**config.mk**
```make
export PLATFORM = sky130hd
export DESIGN_NAME = cube_move_ctrl_flat
export DESIGN_NICKNAME = d
export VERILOG_FILES = /design/src/rtl/cube_move_if.sv /design/src/rtl/cube_move_ctrl.sv /design/src/flat_wrapper.sv
export SDC_FILE = /design/constraint.sdc
export NUM_CORES = 1
export LEC_CHECK = 0
export ABC_AREA = 1
export CAP_MARGIN = 10
export CORE_UTILIZATION = 48
export DETAILED_ROUTE_END_ITERATION = 10
export PLACE_DENSITY_LB_ADDON = 0.12
export SETUP_SLACK_MARGIN = 0.5
export SYNTH_ARGS = -nofsm -noshare
export SYNTH_HDL_FRONTEND = slang
export SYNTH_SLANG_ARGS = --single-unit
```
**constraint.sdc**
```tcl
create_clock -name clk -period 1.2 [get_ports clk]
set_input_delay 0.24 -clock clk [delete_from_list [all_inputs] [get_ports clk]]
set_output_delay 0.24 -clock clk [all_outputs]
set_load 0.005 [all_outputs]
```
**src/rtl/cube_move_if.sv**
```systemverilog
// Button/frame/limit inputs and X-counter enables exchanged with the move controller.
interface cube_move_if;
    logic btnL;
    logic btnR;
    logic frame;
    logic load_req;
    logic at_right;
    logic at_left;
    logic UP;
    logic DW;
    logic LD;
    logic moving;

    modport master (
        output btnL, btnR, frame, load_req, at_right, at_left,
        input  UP, DW, LD, moving
    );

    modport slave (
        input  btnL, btnR, frame, load_req, at_right, at_left,
        output UP, DW, LD, moving
    );
endinterface

```
**src/rtl/cube_move_ctrl.sv**
```systemverilog
// Turns debounced left/right buttons into per-frame bursts of X-counter up/down
// pulses, with respawn loads and hard stops at the playfield limits.
module cube_move_ctrl #(
    parameter int STEP = 2,
    parameter int DBNC = 4
) (
    input logic         clk,
    input logic         reset,
    cube_move_if.slave  bus
);
    localparam int             DCW      = (DBNC > 1) ? $clog2(DBNC) : 1;
    localparam logic [DCW-1:0] DCNT_MAX = DCW'(DBNC - 1);
    localparam logic [2:0]     STEP_N   = 3'(STEP);

    typedef enum logic [1:0] {IDLE, BURST_R, BURST_L, LOAD} state_t;

    logic           l_sync_p0, l_sync_p1, r_sync_p0, r_sync_p1;
    logic           l_deb, r_deb;
    logic [DCW-1:0] l_cnt, r_cnt;
    state_t         state_q, state_d;
    logic [2:0]     cnt_q, cnt_d;
    logic           up_q, up_d, dw_q, dw_d, ld_q, ld_d;

    // synchronizer stages
    always_ff @(posedge clk or posedge reset) begin
        if (reset) begin
            l_sync_p0 <= 1'b0;
            l_sync_p1 <= 1'b0;
            r_sync_p0 <= 1'b0;
            r_sync_p1 <= 1'b0;
        end else begin
            l_sync_p0 <= bus.btnL;
            l_sync_p1 <= l_sync_p0;
            r_sync_p0 <= bus.btnR;
            r_sync_p1 <= r_sync_p0;
        end
    end

    // debounce: level flips on the DBNC-th consecutive frame that disagrees with it
    always_ff @(posedge clk or posedge reset) begin
        if (reset) begin
            l_cnt <= '0;
            l_deb <= 1'b0;
        end else if (bus.frame) begin
            if (l_sync_p1 == l_deb) begin
                l_cnt <= '0;
            end else if (l_cnt == DCNT_MAX) begin
                l_deb <= l_sync_p1;
                l_cnt <= '0;
            end else begin
                l_cnt <= l_cnt + 1'b1;
            end
        end
    end

    always_ff @(posedge clk or posedge reset) begin
        if (reset) begin
            r_cnt <= '0;
            r_deb <= 1'b0;
        end else if (bus.frame) begin
            if (r_sync_p1 == r_deb) begin
                r_cnt <= '0;
            end else if (r_cnt == DCNT_MAX) begin
                r_deb <= r_sync_p1;
                r_cnt <= '0;
            end else begin
                r_cnt <= r_cnt + 1'b1;
            end
        end
    end

    always_ff @(posedge clk or posedge reset) begin
        if (reset) begin
            state_q <= IDLE;
            cnt_q   <= 3'd0;
            up_q    <= 1'b0;
            dw_q    <= 1'b0;
            ld_q    <= 1'b0;
        end else begin
            state_q <= state_d;
            cnt_q   <= cnt_d;
            up_q    <= up_d;
            dw_q    <= dw_d;
            ld_q    <= ld_d;
        end
    end

    always_comb begin
        state_d = state_q;
        cnt_d   = cnt_q;
        up_d    = 1'b0;
        dw_d    = 1'b0;
        ld_d    = 1'b0;
        case (state_q)
            IDLE: begin
                if (bus.load_req) begin
                    state_d = LOAD;
                    ld_d    = 1'b1;
                    cnt_d   = 3'd0;
                end else if (bus.frame && r_deb && !l_deb && !bus.at_right) begin
                    state_d = BURST_R;
                    up_d    = 1'b1;
                    cnt_d   = 3'd1;
                end else if (bus.frame && l_deb && !r_deb && !bus.at_left) begin
                    state_d = BURST_L;
                    dw_d    = 1'b1;
                    cnt_d   = 3'd1;
                end
            end
            BURST_R: begin
                if (bus.load_req) begin
                    state_d = LOAD;
                    ld_d    = 1'b1;
                    cnt_d   = 3'd0;
                end else if (bus.at_right || cnt_q == STEP_N) begin
                    state_d = IDLE;
                    cnt_d   = 3'd0;
                end else begin
                    up_d    = 1'b1;
                    cnt_d   = cnt_q + 3'd1;
                end
            end
            BURST_L: begin
                if (bus.load_req) begin
                    state_d = LOAD;
                    ld_d    = 1'b1;
                    cnt_d   = 3'd0;
                end else if (bus.at_left || cnt_q == STEP_N) begin
                    state_d = IDLE;
                    cnt_d   = 3'd0;
                end else begin
                    dw_d    = 1'b1;
                    cnt_d   = cnt_q + 3'd1;
                end
            end
            LOAD:    state_d = IDLE;
            default: state_d = IDLE;
        endcase
    end

    // pulse already in flight is killed the cycle the limit flag rises
    assign bus.UP     = up_q & ~bus.at_right;
    assign bus.DW     = dw_q & ~bus.at_left;
    assign bus.LD     = ld_q;
    assign bus.moving = (state_q == BURST_R) || (state_q == BURST_L);
endmodule

```
**src/flat_wrapper.sv**
```systemverilog
// flat-port wrapper written by rule: the top's interface ports become plain ports
module cube_move_ctrl_flat 
#(
    parameter int STEP = 2,
    parameter int DBNC = 4
)
  (clk, reset, bus_btnL, bus_btnR, bus_frame, bus_load_req, bus_at_right, bus_at_left, bus_UP, bus_DW, bus_LD, bus_moving);
  cube_move_if bus_i ();
  input logic clk;
  input logic reset;
  input wire logic [$bits(bus_i.btnL)-1:0] bus_btnL;
  input wire logic [$bits(bus_i.btnR)-1:0] bus_btnR;
  input wire logic [$bits(bus_i.frame)-1:0] bus_frame;
  input wire logic [$bits(bus_i.load_req)-1:0] bus_load_req;
  input wire logic [$bits(bus_i.at_right)-1:0] bus_at_right;
  input wire logic [$bits(bus_i.at_left)-1:0] bus_at_left;
  output wire logic [$bits(bus_i.UP)-1:0] bus_UP;
  output wire logic [$bits(bus_i.DW)-1:0] bus_DW;
  output wire logic [$bits(bus_i.LD)-1:0] bus_LD;
  output wire logic [$bits(bus_i.moving)-1:0] bus_moving;
  assign bus_i.btnL = bus_btnL;
  assign bus_i.btnR = bus_btnR;
  assign bus_i.frame = bus_frame;
  assign bus_i.load_req = bus_load_req;
  assign bus_i.at_right = bus_at_right;
  assign bus_i.at_left = bus_at_left;
  assign bus_UP = bus_i.UP;
  assign bus_DW = bus_i.DW;
  assign bus_LD = bus_i.LD;
  assign bus_moving = bus_i.moving;
  cube_move_ctrl #(.STEP(STEP), .DBNC(DBNC)) u_core (.clk(clk), .reset(reset), .bus(bus_i));
endmodule
```
==> metrics.md <==
| Metric | Value |
|---|---|
| Startpoint Class | `register` |
| Worst r2r dst | `u_core.cnt_q[2]$_DFFE_PP0P_` |
| Power per Cell Area | `around 2200 nW/um^2` |
| Die X | `roughly 47 microns` |
| HP Class | `primary input to asynchronous set/reset pin` |
| R2r startpoint | `u_core.state_q[0]$_DFFE_PP0P_` |
| WP data arrival | `1130 ps` |
| First drt pass iteration count | `3` |
| Grt ovf | `0` |
| Failing checks | `setup timing` |
| Gpl congestion | `~0.84` |
| Final net count | `162` |
| Core area | `~1800 sq um` |
| Pins Over Slew Limit | `0` |
| Die area | `~2200 sq um` |
| CTS tree | `done` |
| Most frequent cells in the layout | `dfrtp_1, nand2_1, buf_4` |
| Status | `finished with violations` |
| Post-synthesis area per instance | `~8.9 sq um` |
| Number of global-route vias before repair | `between 800 and 900` |
| Worst path required time | `960 ps` |
| DR vias | `848` |
| # setup viols final | `7` |
| Final hold violations | `0` |
| Cells after Synth | `110` |
| Final worst-path cycle share | `1.15` |
| Post-synthesis cell area | `975 sq um` |
| # DRC | `0` |
| Placed cell area | `approximately 1300 sq um` |
| Register area share after synthesis | `0.462` |
| Seq. cell area | `roughly 450 sq um` |
| Die height | `47.1 microns` |
| DRT iter0 DRCs | `6` |
| CTS Root Cell | `clkbuf_4` |
| Antenna violations before repair | `0` |
| IR drop worst, VDD | `between 1 and 1.5 mV` |
| Antenna-violating nets left | `0` |
| Most common cell after layout, fill and taps aside | `dfrtp_1` |
| Syn_nets | `~130` |
| Num Clock Sinks | `18` |
| I/O Buffers | `11` |
| Max Cap Viol | `0` |
| Std cell rows | `15` |
| Worst-Skew Late Latency | `300 ps` |
| Worst-path clk slew | `about 100 ps` |
| GR Util All Layers | `0.253` |
| Syn. warnings | `0` |
| Initial Utilization | `0.535` |
| H-tree depth | `1` |
| Clk_skew | `~1.3 ps` |
| CTS Buf Count | `3` |
| Pleak | `between 0.7 and 0.8 nW` |
| Fillers | `96` |
| Setup slack, reg-to-reg | `-140 ps` |
| Count of cell types in the netlist | `21` |
| Largest net degree at the start of global routing | `19` |
| Final min period | `1370 ps` |
| Reg2reg path depth | `9` |
| Antenna Diode Count | `0` |
| Vias per cell | `~5` |
| Ports | `12` |
| CTS max path bufs | `2` |
| Setup repair after global routing missed its margin | `yes` |
| Slew HR | `0.785` |
| PnR worst setup slack | `-175 ps` |
| F_max | `0.727 GHz` |
| Avg WL per Cell | `15.6 microns` |
| Share of cells above drive strength 1 | `0.510` |
| Total Power | `roughly 0.0033 W` |
| Crit path max fanout | `2` |
| Area taken by multi-input logic gates | `between 600 and 700 sq um` |
| Final WL | `around 2.7 mm` |
| Final HPWL DP | `roughly 1.6 mm` |
| CP Capture Type | `output port` |
| Worst slew pin tran | `323 ps` |
| CP Class | `register to output port` |
| Global-route wire length before repair | `between 3 and 4 mm` |
| #FFs+latches synth | `18` |
| Final instance area | `approximately 1500 sq um` |
| P&R area growth vs syn | `54.7%` |
-- worst max-delay path, stage by stage (launching register included) --
cell and delay [ps]:
dfrtp_1 410, inv_2 100, ha_4 220, buf_6 110
-- cell usage after synthesis, drive strengths merged --
| cell | instances | area share |
|---|---|---|
| a21oi | 1 | 0.0051 |
| a31o | 2 | 0.018 |
| buf | 1 | 0.0077 |
| clkinv | 1 | 0.0038 |
| dfrtp | 18 | 0.46 |
| ha | 8 | 0.10 |
| inv | 19 | 0.073 |
| mux2 | 2 | 0.027 |
| nand2 | 25 | 0.11 |
| nand3 | 9 | 0.074 |
| nor2 | 14 | 0.054 |
| o21ai | 7 | 0.040 |
| o31ai | 1 | 0.0077 |
| xor2 | 2 | 0.018 |
-- routing by layer --
metal	global-route usage	part of all wire	vias to the layer above
li1	-	-	412
met1	0.286	0.40	406
met2	0.436	0.54	19
met3	0.0577	0.029	11
met4	0.149	0.029	0
met5	0	0	-
-- through the flow --
| step | TNS (ps) | util | setup WS (ps) | hold slack, ps | cells |
|---|---|---|---|---|---|
| floorplan | 0 | - | 29.3 | 179 | 110 |
| global placement | -3190 | 0.715 | -299 | 333 | 161 |
| detailed placement | -3990 | 0.715 | -398 | 338 | 161 |
| CTS | -1020 | 0.801 | -188 | 243 | 170 |
| global route | -1220 | 0.828 | -204 | 266 | 170 |
| finish | -813 | 0.828 | -175 | 237 | 170 |
-- report_power, final --
part | total (W) | internal [W] | leakage (nW) | switching, W
clock network | 0.000382 | 0.000185 | 0.0210 | 0.000197
registers | 0.000942 | 0.000776 | 0.228 | 0.000166
logic | 0.00195 | 0.000974 | 0.476 | 0.000972
-- kinds of logic after synthesis --
kind of cell	share of synthesized area
fa+ha+maj	0.103
buf+inv	0.0847
mux	0.0270
simple gates	0.235
xor+xnor	0.0180
flops	0.462
compound gates	0.0706
-- sequential cells by signal, summed over array words and instances (netlist names) --
name and cells:
u_core.bus.LD 1, u_core.cnt_q 3, u_core.dw_q 1, u_core.l_cnt 2
u_core.l_deb 1, u_core.l_sync_p0 1, u_core.l_sync_p1 1, u_core.r_cnt 2
u_core.r_deb 1, u_core.r_sync_p0 1, u_core.r_sync_p1 1, u_core.state_q 2
u_core.up_q 1
-- worst max path at each step --
stage                                  startpoint                             to  slack (ps)  cells past startpoint
floorplan           u_core.state_q[1]$_DFFE_PP0P_    u_core.cnt_q[0]$_DFFE_PP0P_          30                      9
global placement                     bus_at_right  u_core.state_q[1]$_DFFE_PP0P_        -300                      8
detailed placement                   bus_at_right  u_core.state_q[0]$_DFFE_PP0P_        -400                      8
CTS                 u_core.state_q[0]$_DFFE_PP0P_    u_core.cnt_q[2]$_DFFE_PP0P_        -190                     11
global route        u_core.state_q[0]$_DFFE_PP0P_                     bus_moving        -200                      3
finish              u_core.state_q[1]$_DFFE_PP0P_                     bus_moving        -170                      3
-- timing repair --
item	4_1_cts	5_1_grt
pin swaps	15	9
hold buffers	0	0
setup endpoints to repair	18	18
gates resized for setup	45	10
setup buffers	5	0
-- cell type report --
cell class,instances,area share
clock buffers,4,0.0241
well taps,25,0.0207
flip-flops and latches,18,0.299
inverters,20,0.0515
multi-input cells,71,0.420
repair buffers,32,0.185
(Power assumes the default switching activity.)
